## src/rtl/ch_est_ctrl_unit.sv

```systemverilog
// NB-IoT channel-estimation control: pilot read sequencing for both slots
// and the v_shift-dependent interpolation select/enable program.
module ch_est_ctrl_unit #(
  parameter int NRS_ADDR = 4
) (
  input  logic                clk,
  input  logic                rst,
  input  logic                demap_ready,
  input  logic                NRS_gen_ready,
  input  logic [2:0]          v_shift,
  output logic [3:0]          col,
  output logic [1:0]          nrs_index_addr,
  output logic                demap_read,
  output logic [NRS_ADDR-1:0] rd_addr_nrs,
  output logic                valid_eqlz,
  output logic [1:0]          addr_mem,
  output logic                mult_mem_en,
  output logic                avg_mem_en,
  output logic                en_reg_E,
  output logic                en_reg_2E,
  output logic                en_reg_5E,
  output logic [2:0]          s1a,
  output logic [2:0]          s1b,
  output logic [2:0]          s2a,
  output logic [2:0]          s2b,
  output logic [1:0]          s_h1,
  output logic [1:0]          s_h2,
  output logic                s_est
);

  typedef enum logic [1:0] {IDLE, MULT_STORE, MULT_ADD} state_t;
  typedef enum logic [1:0] {CLS_A, CLS_B, CLS_C} cls_t;

  typedef struct packed {
    logic [2:0] s1a;
    logic [2:0] s1b;
    logic [2:0] s2a;
    logic [2:0] s2b;
    logic [1:0] s_h1;
    logic [1:0] s_h2;
    logic       valid;
    logic       e;
    logic       e2;
    logic       e5;
  } row_t;

  localparam row_t IDLE_ROW = '{3'd7, 3'd7, 3'd7, 3'd7,
                                2'd0, 2'd0, 1'b0, 1'b0, 1'b0, 1'b0};

  function automatic cls_t cls_of(input logic [2:0] v);
    case (v)
      3'd0, 3'd3, 3'd6: return CLS_A;
      3'd1, 3'd4, 3'd7: return CLS_B;
      default:          return CLS_C;
    endcase
  endfunction

  function automatic row_t mk(
    input int a, input int b, input int c, input int d,
    input int h1, input int h2,
    input int v, input int e, input int e2, input int e5
  );
    row_t r;
    r.s1a   = 3'(a);
    r.s1b   = 3'(b);
    r.s2a   = 3'(c);
    r.s2b   = 3'(d);
    r.s_h1  = 2'(h1);
    r.s_h2  = 2'(h2);
    r.valid = 1'(v);
    r.e     = 1'(e);
    r.e2    = 1'(e2);
    r.e5    = 1'(e5);
    return r;
  endfunction

  function automatic row_t prog_row(input cls_t c, input logic [3:0] s);
    case ({c, s})
      {CLS_A, 4'd0}: return mk(0, 0, 7, 7, 0, 0, 0, 0, 0, 0);
      {CLS_A, 4'd1}: return mk(1, 0, 0, 0, 0, 0, 0, 1, 0, 0);
      {CLS_A, 4'd2}: return mk(1, 0, 1, 1, 1, 1, 1, 0, 1, 0);
      {CLS_A, 4'd3}: return mk(3, 1, 3, 0, 3, 0, 1, 0, 0, 0);
      {CLS_A, 4'd4}: return mk(3, 1, 3, 3, 2, 0, 1, 0, 0, 0);
      {CLS_A, 4'd5}: return mk(3, 3, 2, 3, 3, 3, 1, 0, 0, 0);
      {CLS_A, 4'd6}: return mk(2, 2, 2, 2, 1, 2, 1, 0, 0, 1);
      {CLS_B, 4'd0}: return mk(7, 7, 6, 6, 0, 0, 0, 0, 0, 0);
      {CLS_B, 4'd1}: return mk(7, 7, 4, 4, 1, 1, 0, 0, 1, 0);
      {CLS_B, 4'd2}: return mk(6, 6, 0, 0, 1, 2, 1, 0, 0, 0);
      {CLS_B, 4'd3}: return mk(3, 1, 0, 0, 0, 2, 1, 0, 0, 0);
      {CLS_B, 4'd4}: return mk(0, 0, 3, 0, 1, 3, 1, 0, 0, 0);
      {CLS_B, 4'd5}: return mk(3, 3, 3, 3, 3, 2, 1, 1, 0, 0);
      {CLS_B, 4'd6}: return mk(7, 7, 2, 2, 2, 0, 1, 0, 0, 0);
      {CLS_C, 4'd0}: return mk(7, 7, 1, 4, 0, 0, 0, 0, 0, 0);
      {CLS_C, 4'd1}: return mk(4, 0, 6, 6, 0, 0, 0, 0, 0, 1);
      {CLS_C, 4'd2}: return mk(5, 4, 4, 4, 3, 0, 0, 1, 1, 0);
      {CLS_C, 4'd3}: return mk(5, 4, 0, 0, 0, 0, 1, 0, 0, 0);
      {CLS_C, 4'd4}: return mk(6, 6, 0, 0, 3, 1, 1, 0, 0, 0);
      {CLS_C, 4'd5}: return mk(3, 1, 3, 0, 3, 0, 1, 0, 0, 0);
      {CLS_C, 4'd6}: return mk(3, 1, 3, 3, 2, 2, 1, 0, 0, 0);
      {CLS_C, 4'd7}: return mk(3, 3, 7, 7, 1, 3, 1, 0, 0, 0);
      default:       return IDLE_ROW;
    endcase
  endfunction

  state_t              state, state_nx;
  logic                slot2;
  logic [1:0]          p;
  logic [NRS_ADDR-1:0] rd_cnt;
  cls_t                cls, prog_cls;
  logic [1:0]          dly;
  logic                prog_act;
  logic [3:0]          step;
  logic                run, prog_go;
  logic [3:0]          last;
  row_t                row;

  assign run     = (state != IDLE);
  assign prog_go = (state == MULT_ADD) && (p == 2'd0);
  assign last    = (prog_cls == CLS_C) ? 4'd8 : 4'd7;

  always_ff @(posedge clk) begin
    if (rst) state <= IDLE;
    else     state <= state_nx;
  end

  always_comb begin
    state_nx = state;
    unique case (state)
      IDLE: begin
        if (demap_ready && NRS_gen_ready)
          state_nx = slot2 ? MULT_ADD : MULT_STORE;
      end
      MULT_STORE, MULT_ADD: begin
        if (p == 2'd3) state_nx = IDLE;
      end
      default: state_nx = IDLE;
    endcase
  end

  always_ff @(posedge clk) begin
    if (rst) begin
      slot2       <= 1'b0;
      p           <= 2'd0;
      rd_cnt      <= '0;
      mult_mem_en <= 1'b0;
      avg_mem_en  <= 1'b0;
      cls         <= CLS_A;
      prog_cls    <= CLS_A;
      dly         <= 2'd0;
      prog_act    <= 1'b0;
      step        <= 4'd0;
    end else begin
      mult_mem_en <= (state == MULT_STORE);
      avg_mem_en  <= (state == MULT_ADD);
      if (run) begin
        p      <= p + 2'd1;
        rd_cnt <= rd_cnt + NRS_ADDR'(2);
        if (p == 2'd3) slot2 <= ~slot2;
      end
      if (state == IDLE && state_nx == MULT_STORE)
        cls <= cls_of(v_shift);
      // class B waits one extra cycle before its first step
      if (prog_go) begin
        dly      <= (cls == CLS_B) ? 2'd2 : 2'd1;
        prog_cls <= cls;
      end else if (dly != 2'd0) begin
        dly <= dly - 2'd1;
      end
      if (dly == 2'd1) begin
        prog_act <= 1'b1;
        step     <= 4'd0;
      end else if (prog_act) begin
        if (step == last) begin
          prog_act <= 1'b0;
          step     <= 4'd0;
        end else begin
          step <= step + 4'd1;
        end
      end
    end
  end

  always_comb begin
    row = IDLE_ROW;
    if (prog_act) row = prog_row(prog_cls, step);
  end

  assign demap_read     = run;
  assign nrs_index_addr = p;
  assign addr_mem       = p;
  assign rd_addr_nrs    = rd_cnt;
  assign col            = run ? ((slot2 ? 4'd12 : 4'd5) + {3'b000, p[1]})
                              : 4'd0;
  assign s_est          = (v_shift == 3'd1) || (v_shift == 3'd4);
  assign s1a            = row.s1a;
  assign s1b            = row.s1b;
  assign s2a            = row.s2a;
  assign s2b            = row.s2b;
  assign s_h1           = row.s_h1;
  assign s_h2           = row.s_h2;
  assign valid_eqlz     = row.valid;
  assign en_reg_E       = row.e;
  assign en_reg_2E      = row.e2;
  assign en_reg_5E      = row.e5;

endmodule

```

## config.mk

```make
export PLATFORM = sky130hd
export DESIGN_NAME = ch_est_ctrl_unit
export DESIGN_NICKNAME = d
export VERILOG_FILES = /design/src/rtl/ch_est_ctrl_unit.sv
export SDC_FILE = /design/constraint.sdc
export NUM_CORES = 1
export LEC_CHECK = 0
export CAP_MARGIN = 20
export CORE_MARGIN = 3
export CORE_UTILIZATION = 55
export CTS_CLUSTER_SIZE = 40
export DETAILED_ROUTE_END_ITERATION = 10
export MAX_ROUTING_LAYER = met4
export PLACE_DENSITY = 0.86
export SLEW_MARGIN = 20
export SYNTH_ARGS = -nofsm -noshare
export SYNTH_HDL_FRONTEND = slang
export SYNTH_SLANG_ARGS = --single-unit
```

## constraint.sdc

```tcl
create_clock -name clk -period 4.23 [get_ports clk]
set_input_delay 0.423 -clock clk [delete_from_list [all_inputs] [get_ports clk]]
set_output_delay 0.423 -clock clk [all_outputs]
set_load 0.05 [all_outputs]
```

==> impl_metrics.ini <==
[global_route]
grt_pass1_wl_mm = 7.39
use_met1_pct = 28.7
grt_overflow = 0
grt-busiest-layer = met2
grt_pass1_vias = 1691
grt_usage_pct = 21.4
grtUsageMet3_pct = 2.38
grt_start_max_net_pins = 34
gr-usage-met2_pct = 34.0
antenna_found_initial = 0

[floorplan]
die_area_mm2 = 0.00435
io-pin-count = 43
die_width_um = 66.0
core_mm2 = 0.00339
die_h_um = 66.0
rows = 21
start_util_pct = 58.4

[clock_network]
cts_tree = built
clockRootBuffer = clkbuf_4
cts_resized = 0
insertion_delay_ps = 300
clock_tree.buffer_depth = 2
cts_buffers = 3
ctsHtreeMaxLevel = 1
cts_hold_buf = 0
cts_sinks = 21
clk_pin_slew_ps = 110
cts_setup_buffers = 0

[timing]
slew_violations = 0
fmax_ghz = 0.290
tns_ps = 0
hold_viol_final = 0
fin_skew_ps = 4.38
finalCriticalPeriod_ps = 3450
setup_viol = 0
holdWs_ps = 483
tightest_slew_ps = 1050
rsz0062_at_grt = false
relSlewSlack_pct = 30.0
fin_crit_sh_pct = 81.6

[synthesis]
synth_ff_type = dfxtp_1
syn_area_mm2 = 0.00198
avgSynthCellArea_um2 = 7.41
yosysMostFrequentCell = nor2_1
ys_seq_elements = 21
syn-num-nets = 294
ys_top_cells_by_count = nor2_1 (27), a21oi_1 (22), nand2_1 (22)
ys_top_cells_by_area = dfxtp_1 (21%), ha_1 (13%), a21oi_1 (5.6%), nor2_1 (5.1%), mux2i_1 (5.1%)
synth_top_area_share_pct = 21.3
async_flop_share_pct = 0
yosys_warnings = 0
yosys.cell_types.count = 51
yosys.area.top_type = dfxtp_1
seq_area_frac_synth_pct = 21.3
syn_inst = 267
synth-edff-count = 0

[cells_and_area]
fin_area_mm2 = 0.00238
antenna_cells = 0
area_growth_pct = 20.2
final_nets = 321
drive_gt1_share_pct = 4.78
fill_cells = 290

[routing]
drc = 0
drt_iter0_markers = 174
drt_first_pass_iters = 4
via_count = 1883
routedWlPerCell_um = 12.7
drt_wl_total_mm = 4.30
via_per_inst = 5.55
postRouteAntennaNets = 0

[setup_path]
slowest_stage = dfxtp_1
path_class = register to output port
crit_required_ps = 3810
path_cells = nand2b_4 -> or2_1 -> a21oi_1 -> o21ai_1 -> clkdlybuf4s50_1
slowest_delay_ps = 1030
critPathArrivalTime_ps = 3030
worst_setup_path_end_kind = output port
cp_max_fo = 33
start_kind = register

[power_and_ir_drop]
power_mw = 0.769
cellPowerDensity_mw_per_mm2 = 323
leakage_nw = 0.889
vdd_drop_max_mv = 0.296

[hold_path]
hp-class = register to register

[placed_design]
io_buffers = 41
dp_hpwl_mm = 3.14
gp_congestion = 0.895
place_area_mm2 = 0.00235

[flow_run]
max-cap-violations = 0

[run_status]
outcome = finished clean
[flip-flops by register name, indices dropped and copies added, names as in the netlist]
| register | count |
|---|---|
| step | 4 |
| rd_addr_nrs | 3 |
| addr_mem | 2 |
| cls | 2 |
| dly | 2 |
| prog_cls | 2 |
| state | 2 |
| avg_mem_en | 1 |
| mult_mem_en | 1 |
| prog_act | 1 |
| slot2 | 1 |
[cell type report]
cell class              count  area [µm²]  area share [%]
multi-input cells         208        1380            58.1
well taps                  46        57.6            2.42
inverters                  16        60.1            2.53
flip-flops and latches     21         420            17.7
clock buffers               4        26.3            1.11
repair buffers             44         433            18.2
[cell usage in the layout (no fill, tap or decap), types with 3 or more instances in the layout]
| cell | n |
|---|---|
| nor3_1 | 9 |
| buf_4 | 3 |
| and2_1 | 3 |
| mux2i_1 | 10 |
| nand2b_1 | 5 |
| xnor2_1 | 5 |
| a211oi_1 | 3 |
| nor2_1 | 27 |
| ha_1 | 20 |
| a21oi_1 | 22 |
| nor2b_1 | 13 |
| clkbuf_4 | 3 |
| o21ai_0 | 7 |
| nand2_1 | 22 |
| dfxtp_1 | 21 |
| a31oi_1 | 4 |
| inv_1 | 13 |
| nand3_1 | 8 |
| clkdlybuf4s50_1 | 41 |
| inv_2 | 3 |
| o21ai_1 | 13 |
[metrics by stage]
stage | std cells | setup slack, ps | utilization [%]
final | 339 | 779 | 70.1
after floorplan | 267 | 1500 | -
after global routing | 339 | 603 | 70.1
after CTS | 339 | 821 | 70.1
after global placement | 335 | 1190 | 69.4
after detailed placement | 335 | 1160 | 69.4
[layer usage]
metal | vias up | share of wire (%)
li1 | 968 | -
met1 | 841 | 47
met2 | 64 | 45
met3 | 10 | 6.1
met4 | 0 | 1.9
met5 | - | 0
[worst max-delay path, delay by kind of cell, from the launching register on]
kind / cells / cell delay (ps)
AND/OR/NAND/NOR: 2 / 630
flip-flops: 1 / 1030
AO/OA/AOI/OAI: 2 / 240
buffers and inverters: 1 / 820
[path summary, 6_finish.rpt]
check | start | endpoint | slack (ps) | cells after the start
min | cls[0] | prog_cls[0] | 480 | 2
max reg2reg | prog_cls[0] | step[3] | 2050 | 4
max | prog_cls[0] | s1b[0] | 780 | 5
min reg2reg | cls[0] | prog_cls[0] | 480 | 2
[power by group]
| part | leakage (nW) | internal, mW | switching, mW |
|---|---|---|---|
| Clock | 0.0150 | 0.0368 | 0.0585 |
| Sequential | 0.171 | 0.218 | 0.0293 |
| Combinational | 0.703 | 0.155 | 0.271 |
[cells by family after synthesis]
group,Yosys count,synth area share [%]
adders and majority gates,21,13.2
xor gates and xnor gates,7,3.10
muxes,12,6.77
AOI/OAI and AO/OA,65,20.1
and+or+nand+nor,102,26.4
other,1,0.190
DFF,21,21.3
buffers and inverters,38,8.98
Note: power is estimated with default switching activity, not from simulation.
